`config.mk`:
```
export PLATFORM = sky130hd
export DESIGN_NAME = sn74hc595_rx
export DESIGN_NICKNAME = d
export VERILOG_FILES = /design/src/rtl/sn74hc595_rx.sv
export SDC_FILE = /design/constraint.sdc
export NUM_CORES = 1
export LEC_CHECK = 0
export ABC_AREA = 1
export CORE_MARGIN = 10
export CORE_UTILIZATION = 55
export DETAILED_ROUTE_END_ITERATION = 8
export GPL_TIMING_DRIVEN = 0
export PLACE_DENSITY = 0.84
export REMOVE_ABC_BUFFERS = 1
export SKIP_CTS_REPAIR_TIMING = 1
export SYNTH_ARGS = -nofsm -noshare
export SYNTH_HDL_FRONTEND = slang
export SYNTH_SLANG_ARGS = --single-unit
```
`constraint.sdc`:
```
create_clock -name clk -period 2.78 [get_ports clk]
set_input_delay 0.556 -clock clk [delete_from_list [all_inputs] [get_ports clk]]
set_output_delay 0.556 -clock clk [all_outputs]
set_load 0.02 [all_outputs]
```
`src/rtl/sn74hc595_rx.sv`:
```
// rtl/sn74hc595_rx.sv - clocked receiver model of a cascaded SN74HC595 serial-to-parallel chain
//
// Ports:
//   clk                    system clock
//   rst_n                  asynchronous active-low reset
//   SN74HC595_data         serial data pin (SER)
//   SN74HC595_data_clk     shift clock pin (SRCLK), rising-edge active
//   SN74HC595_refresh_clk  latch clock pin (RCLK), rising-edge active
//   q_out                  latched parallel outputs, MSB = first bit shifted in
//   q_valid                one-cycle pulse when q_out updates
//   frame_err              one-cycle pulse with q_valid when shift count != CHAIN_BITS
//   frame_cnt              refresh edges since reset, wrapping
//   shift_reg              live shift-register contents
module sn74hc595_rx #(
  parameter int CHAIN_BITS  = 16,
  parameter int SYNC_STAGES = 2
) (
  input  logic                  clk,
  input  logic                  rst_n,
  input  logic                  SN74HC595_data,
  input  logic                  SN74HC595_data_clk,
  input  logic                  SN74HC595_refresh_clk,
  output logic [CHAIN_BITS-1:0] q_out,
  output logic                  q_valid,
  output logic                  frame_err,
  output logic [15:0]           frame_cnt,
  output logic [CHAIN_BITS-1:0] shift_reg
);

  localparam logic [6:0] CNT_MAX    = 7'd127;
  localparam logic [6:0] CHAIN_CNT  = 7'(CHAIN_BITS);

  // Synchronisers: stage 0 samples the pin, stage SYNC_STAGES-1 is the safe copy.
  logic [SYNC_STAGES-1:0] ser_sync;
  logic [SYNC_STAGES-1:0] srclk_sync;
  logic [SYNC_STAGES-1:0] rclk_sync;

  // One-flop history of the synchronised clocks for rising-edge detection.
  logic srclk_d;
  logic rclk_d;

  logic [6:0] bit_cnt;

  logic sdata;
  logic srclk_rise;
  logic rclk_rise;

  assign sdata      = ser_sync[SYNC_STAGES-1];
  assign srclk_rise = srclk_sync[SYNC_STAGES-1] & ~srclk_d;
  assign rclk_rise  = rclk_sync[SYNC_STAGES-1] & ~rclk_d;

  always_ff @(posedge clk or negedge rst_n) begin
    if (!rst_n) begin
      ser_sync   <= '0;
      srclk_sync <= '0;
      rclk_sync  <= '0;
      srclk_d    <= 1'b0;
      rclk_d     <= 1'b0;
    end else begin
      ser_sync   <= {ser_sync[SYNC_STAGES-2:0], SN74HC595_data};
      srclk_sync <= {srclk_sync[SYNC_STAGES-2:0], SN74HC595_data_clk};
      rclk_sync  <= {rclk_sync[SYNC_STAGES-2:0], SN74HC595_refresh_clk};
      srclk_d    <= srclk_sync[SYNC_STAGES-1];
      rclk_d     <= rclk_sync[SYNC_STAGES-1];
    end
  end

  // Shift path. Nonblocking semantics mean a same-cycle latch below still
  // sees the pre-shift register value.
  always_ff @(posedge clk or negedge rst_n) begin
    if (!rst_n) begin
      shift_reg <= '0;
    end else if (srclk_rise) begin
      shift_reg <= {shift_reg[CHAIN_BITS-2:0], sdata};
    end
  end

  // Bit counter: a refresh clears it, but a coincident shift counts as the
  // first bit of the next frame.
  always_ff @(posedge clk or negedge rst_n) begin
    if (!rst_n) begin
      bit_cnt <= '0;
    end else if (rclk_rise) begin
      bit_cnt <= srclk_rise ? 7'd1 : 7'd0;
    end else if (srclk_rise && bit_cnt != CNT_MAX) begin
      bit_cnt <= bit_cnt + 7'd1;
    end
  end

  // Latch path and frame integrity pulses.
  always_ff @(posedge clk or negedge rst_n) begin
    if (!rst_n) begin
      q_out     <= '0;
      q_valid   <= 1'b0;
      frame_err <= 1'b0;
      frame_cnt <= '0;
    end else begin
      q_valid   <= rclk_rise;
      frame_err <= rclk_rise && (bit_cnt != CHAIN_CNT);
      if (rclk_rise) begin
        q_out     <= shift_reg;
        frame_cnt <= frame_cnt + 16'd1;
      end
    end
  end

endmodule

```
==> results of run 1 <==
stage by stage:
step	area, um2	hold slack, ps	util, %
floorplan	2710	260	-
global placement	3330	332	69.6
detailed placement	3330	336	69.6
CTS	3510	316	73.3
global route	3510	340	73.3
finish	3510	297	73.3
final timing paths:
| path | start | endpoint | slack [ps] | cells after the start |
|---|---|---|---|---|
| max | frame_cnt[4] | frame_cnt[4] | 740 | 1 |
| min | rst_n | srclk_d | 300 | 1 |
| max reg2reg | rclk_sync[1] | frame_cnt[11] | 1220 | 8 |
| min reg2reg | srclk_sync[0] | srclk_sync[1] | 350 | 0 |
| max in group asynchronous | rst_n | bit_cnt[5] | 1990 | 1 |
| min in group clk | srclk_sync[0] | srclk_sync[1] | 350 | 0 |
cell usage in the layout, fill, tap and decap left out, types with 2 or more instances in the layout:
cell              n
nand3_1          17
clkdlybuf4s50_1  53
nand2_2           6
nand4_1           6
nand2_4           2
nor2_4            4
nand3_2           2
inv_2             2
inv_1            39
ha_1              3
nor2_1           12
nand2_1          64
clkbuf_8         12
xnor2_1           2
xor2_1           11
o21ai_0          35
clkinv_2          4
nor2_2            4
dfrtp_1          65
layout make-up:
cell class	instances	area share, %
sequential	65	46.3
multi-input combinational	174	26.3
timing repair buffer	54	15.3
clock buffer	12	4.71
inverter	42	4.53
tap	67	2.39
clock inverter	3	0.428
power by group:
group | leakage [nW] | internal (mW) | total (mW) | switching (mW)
logic | 0.664 | 0.282 | 0.633 | 0.351
registers | 0.861 | 1.08 | 1.20 | 0.119
clock network | 0.0980 | 0.387 | 0.728 | 0.341
logic make-up after synthesis:
kind of cell    count (synthesis)
simple gates                  120
flops                          65
buf+inv                        49
xor+xnor                       13
fa+ha+maj                       3
compound gates                 38
cell usage after synthesis:
master / n
a21oi_1: 1
a31oi_1: 1
and2_1: 1
buf_2: 3
clkbuf_1: 4
clkinv_2: 1
dfrtp_1: 65
ha_1: 3
inv_1: 39
inv_2: 2
nand2_1: 64
nand2_2: 6
nand2_4: 2
nand3_1: 17
nand3_2: 2
nand4_1: 6
nor2_1: 12
nor2_2: 4
nor2_4: 4
nor3_1: 1
nor3_2: 1
o21ai_0: 35
o21ai_1: 1
xnor2_1: 2
xor2_1: 11
per-layer routing:
| metal | up-vias | wire [um] |
|---|---|---|
| met5 | - | 0 |
| met4 | 0 | 95 |
| met3 | 8 | 422 |
| met2 | 38 | 2820 |
| met1 | 958 | 2410 |
| li1 | 1014 | - |
==> flow_summary_export.csv, run 1 <==
group,metric,value,unit
global_route,grt_max_degree,66,
die,ioPinCount,55,
worst_setup_path,path_cells,"clkdlybuf4s50_1",
worst_setup_path,slowest_stage,"clkdlybuf4s50_1",
global_route,use_met1,15.7,%
worst_setup_path,crit_type,"register to output pin",
worst_setup_path,cp_slowest_stage_delay,660,ps
power,power_density,729,nW/um2
status,status,"completed",
sta,tns,0,ps
sta,min_period,2040,ps
sta,post-route-period-util,73.3,%
global_route,grt_pass1_wl,9.71,mm
place,place_hpwl,3.93,mm
cells_and_area,final_cells,417,
routing,wl,5.75,mm
clock_tree,cts_tree,"built",
worst_setup_path,crit_arrival,1480,ps
worst_setup_path,crit_family,"buffers and inverters",
global_route,use_met2,23.4,%
logic_synthesis,synth-simple-area-share,21.2,%
global_route,met3_usage,6.32,%
cells_and_area,syn2layout_area_growth,28.2,%
routing,vias_per_cell,4.84,
cells_and_area,seq_area,1630,um2
place,dp.cells,402,
sta,finalClockSkew,9.05,ps
logic_synthesis,yosys_warnings,0,
power,vdd_ir_drop_max,0.434,mV
worst_hold_path,hold_path_class,"input port to asynchronous set/reset pin",
sta,setup_ws,742,ps
logic_synthesis,yosys-top-cells-area,"dfrtp_1, nand2_1, o21ai_0",
routing,drcViolationCount,0,
routing,ant_nets,0,
clock_tree,htree_levels,3,
worst_setup_path,crit_buf_inv,1,
place,gp_congestion,0.811,
logic_synthesis,avgSynthCellArea,9.51,um2
clock_tree,cts.clk_slew.worst_paths,70,ps
global_route,grt_use_total,14.6,%
global_route,antenna_found_initial,0,
cells_and_area,multiInputGateArea,922,um2
power,power.leakage,1.62,nW
logic_synthesis,syn_area,2740,um2
run,drv_cap,0,
routing,post_drt_wl_per_cell,13.8,um
sta,relSlewSlack,49.2,%
sta,tightest_slew,762,ps
logic_synthesis,synth_compound_area_share,6.99,%
worst_setup_path,critical_path_peak_fanout,5,
logic_synthesis,synth_top_area_share,59.4,%
clock_tree,cts_made_buffers,9,
power,p_total,2.56,mW
worst_setup_path,cp-start-kind,"register",
logic_synthesis,synth-xor-area-share,4.16,%
die,core-area,4790,um2
logic_synthesis,syn_inst,288,
die,start_util,57.2,%
clock_tree,cts.sinks,65,
worst_setup_path,cp_data_required_time,2220,ps
cells_and_area,drive_gt1_share,10.9,%
logic_synthesis,synth_cell_types,25,
routing,drt-initial-drc-count,153,
die,rows,25,
clock_tree,clk_latency,340,ps
logic_synthesis,synth_top_family_by_area,"simple AND/OR/NAND/NOR gates",
routing,dr_total_vias,2018,
place,post-place-ws,1140,ps
logic_synthesis,yosysSeqAreaShare,59.4,%
global_route,grt_pass1_vias,2013,
routing,dr.pass1.iters,4,
sta,hold_viol_final,0,
logic_synthesis,synth_seq_cells,65,
worst_setup_path,worstSetupEndpointType,"output pin",
sta,fmax,491,MHz
logic_synthesis,yosys.area.top_type,"dfrtp_1",
clock_tree,clockRootBuffer,"clkbuf_8",
clock_tree,ctsLongestPathBuffers,2,
global_route,top_usage_layer,"met2",
sta,setup_violations,0,
logic_synthesis,synth_fa_ha_area_share,1.37,%
global_route,grt_overflow,0,
sta,slew_viol_final,0,
cells_and_area,fin_nets,354,
sta,rsz0062_at_grt,"no",
cells_and_area,fillers,346,
die,fp.dieW,90.6,um
die,die_area,8200,um2
logic_synthesis,synth.area.mux_share,0,%
cells_and_area,diodes,0,
place,port_buffers,54,
die,fp.dieH,90.6,um
Note: power is estimated with default switching activity, not from simulation.
==> run 2: changes to the inputs <==
--- a/config.mk
+++ b/config.mk
@@ -7,10 +7,10 @@
 export LEC_CHECK = 0
 export ABC_AREA = 1
 export CORE_MARGIN = 10
-export CORE_UTILIZATION = 55
+export CORE_UTILIZATION = 51
 export DETAILED_ROUTE_END_ITERATION = 8
 export GPL_TIMING_DRIVEN = 0
-export PLACE_DENSITY = 0.84
+export PLACE_DENSITY = 0.78
 export REMOVE_ABC_BUFFERS = 1
 export SKIP_CTS_REPAIR_TIMING = 1
 export SYNTH_ARGS = -nofsm -noshare
==> constraint.sdc (replaced) <==
create_clock -name clk -period 2.1 [get_ports clk]
set_input_delay 0.42 -clock clk [delete_from_list [all_inputs] [get_ports clk]]
set_output_delay 0.42 -clock clk [all_outputs]
set_load 0.02 [all_outputs]
==> run 2 against run 1 <==
Effect of this change:
- sequential share of layout area is 0.41 points lower
- critical endpoint unchanged
- critical path type unchanged
- clock power rose by 48%
- largest cell class unchanged
- first-iteration DRC count is 26% lower
- highest routed layer unchanged
- largest power group unchanged
- worst setup slack got worse by 500 ps
- count of clock-buffer cells in the layout up 2
- sequential power increased by 32%
==> flow_summary_export.csv, run 2 (synthesis gave the netlist of run 1 again) <==
group,metric,value,unit
die,fp.dieH,93.3,um
clock_tree,cts_tree,"built",
worst_setup_path,cp_slowest_stage_delay,650,ps
global_route,grt_overflow,0,
worst_setup_path,crit_buf_inv,1,
worst_setup_path,crit_family,"buffers and inverters",
routing,drt-initial-drc-count,113,
worst_setup_path,crit_type,"register to output pin",
routing,dr.pass1.iters,4,
sta,setup_violations,0,
sta,tns,0,ps
worst_setup_path,cp_data_required_time,1680,ps
routing,drcViolationCount,0,
cells_and_area,final_cell_mix,"dfrtp_1, nand2_1, clkdlybuf4s50_1",
clock_tree,clk_latency,330,ps
sta,hold_viol_final,0,
place,gp_congestion,0.778,
clock_tree,ctsLongestPathBuffers,2,
global_route,antenna_found_initial,0,
worst_setup_path,slowest_stage,"clkdlybuf4s50_1",
place,postPlaceCellArea,3330,um2
place,port_buffers,54,
sta,tightest_slew,778,ps
status,status,"completed",
sta,fmax,539,MHz
place,post-place-ws,512,ps
routing,wl,5.56,mm
cells_and_area,utilization,68.5,%
global_route,grt_pass1_wl,9.54,mm
worst_hold_path,hold_path_class,"input port to asynchronous set/reset pin",
clock_tree,cts.sinks,65,
die,start_util,52.9,%
cells_and_area,design_area,3540,um2
worst_setup_path,cp-start-kind,"register",
clock_tree,cts.clk_slew.worst_paths,70,ps
worst_setup_path,worstSetupEndpointType,"output pin",
sta,hold_ws,160,ps
global_route,grt_use_total,13.8,%
power,power_density,989,nW/um2
cells_and_area,drive_gt1_share,10.5,%
routing,vias_per_cell,4.78,
clock_tree,htree_levels,3,
worst_setup_path,path_cells,"clkdlybuf4s50_1",
die,die_area,8700,um2
cells_and_area,diodes,0,
die,ioPinCount,55,
die,core-area,5170,um2
sta,finalClockSkew,7.03,ps
routing,ant_nets,0,
routing,post_drt_wl_per_cell,13.2,um
worst_setup_path,critical_path_peak_fanout,5,
sta,relSlewSlack,48.1,%
die,rows,26,
power,vdd_ir_drop_max,0.717,mV
place,place_hpwl,3.78,mm
global_route,grt_max_degree,66,
global_route,grt_pass1_vias,2033,
sta,slew_viol_final,0,
power,power.leakage,1.63,nW
clock_tree,clockRootBuffer,"clkbuf_8",
cells_and_area,mostFrequentLayoutCell,"dfrtp_1",
sta,post-route-period-util,88.3,%
clock_tree,cts_made_buffers,9,
cells_and_area,fin_nets,354,
sta,min_period,1850,ps
worst_setup_path,crit_arrival,1430,ps
sta,rsz0062_at_grt,"no",
routing,dr_total_vias,2013,
cells_and_area,syn2layout_area_growth,29.3,%
sta,setup_ws,246,ps
run,drv_cap,0,
die,fp.dieW,93.3,um
## run 2: cell count changes in the layout (fill, tap and decap cells not counted), sizes merged
cell,previous run,this run
bufinv,0,1
clkinv,4,2
clkbuf,12,14
## run 2: power breakdown
group	internal [mW]	total (mW)	switching, mW
clock	0.645	1.08	0.440
combinational	0.373	0.833	0.460
sequential	1.43	1.58	0.156
## run 2: through the flow
| stage | total power, mW | std cells |
|---|---|---|
| 3_5_place_dp | 2.45 | 405 |
| 2_1_floorplan | 2.00 | 281 |
| 5_1_grt | 3.70 | 421 |
| 3_3_place_gp | 2.43 | 405 |
| 4_1_cts | 3.55 | 421 |
| 6_report | 3.50 | 421 |
## run 2: layer usage
layer | track usage (%) | up-vias | routed length (um)
met4 | 7.46 | 0 | 117
li1 | - | 1016 | -
met1 | 15.5 | 941 | 2360
met5 | 0 | - | 0
met2 | 22.7 | 46 | 2740
met3 | 4.56 | 10 | 348
## run 2: final cells by class
cell class / count / area [um2]
clock buffer: 14 / 173
tap: 70 / 87.6
timing repair buffer: 54 / 538
clock inverter: 2 / 35.0
multi-input combinational: 174 / 922
fill: 388 / 1630
inverter: 42 / 159
sequential: 65 / 1630
## run 2: worst register-to-register path, delay by kind of cell, from the launching register on
family | cells | cell delay (ps)
buf+inv | 2 | 290
flops | 1 | 410
simple gates | 6 | 790
## run 2: final timing paths
check,start,cells after the start,slack [ps],to
setup / recovery,frame_cnt[4],1,250,frame_cnt[4]
hold / removal,rst_n,1,160,q_out[12]
setup reg to reg,rclk_sync[1],8,510,frame_cnt[11]
hold reg to reg,rclk_sync[0],0,350,rclk_sync[1]
max in group asynchronous,rst_n,1,1410,shift_reg[1]
min in group clk,rclk_sync[0],0,350,rclk_sync[1]
==> run 3: changes to the inputs <==
==> constraint.sdc (replaced) <==
create_clock -name clk -period 2.05 [get_ports clk]
set_input_delay 0.41 -clock clk [delete_from_list [all_inputs] [get_ports clk]]
set_output_delay 0.41 -clock clk [all_outputs]
set_load 0.02 [all_outputs]
==> results of run 3 <==
Same layout as run 2 (identical final DEF). Status: completed.
Among the figures that moved: setup slack after placement 512 ps -> 462 ps; setup slack after layout 246 ps -> 206 ps; hold slack 160 ps -> 150 ps; register-to-register setup slack 510 ps -> 460 ps; total power 3.50 mW -> 3.59 mW; worst IR drop on VDD 0.717 mV -> 0.735 mV
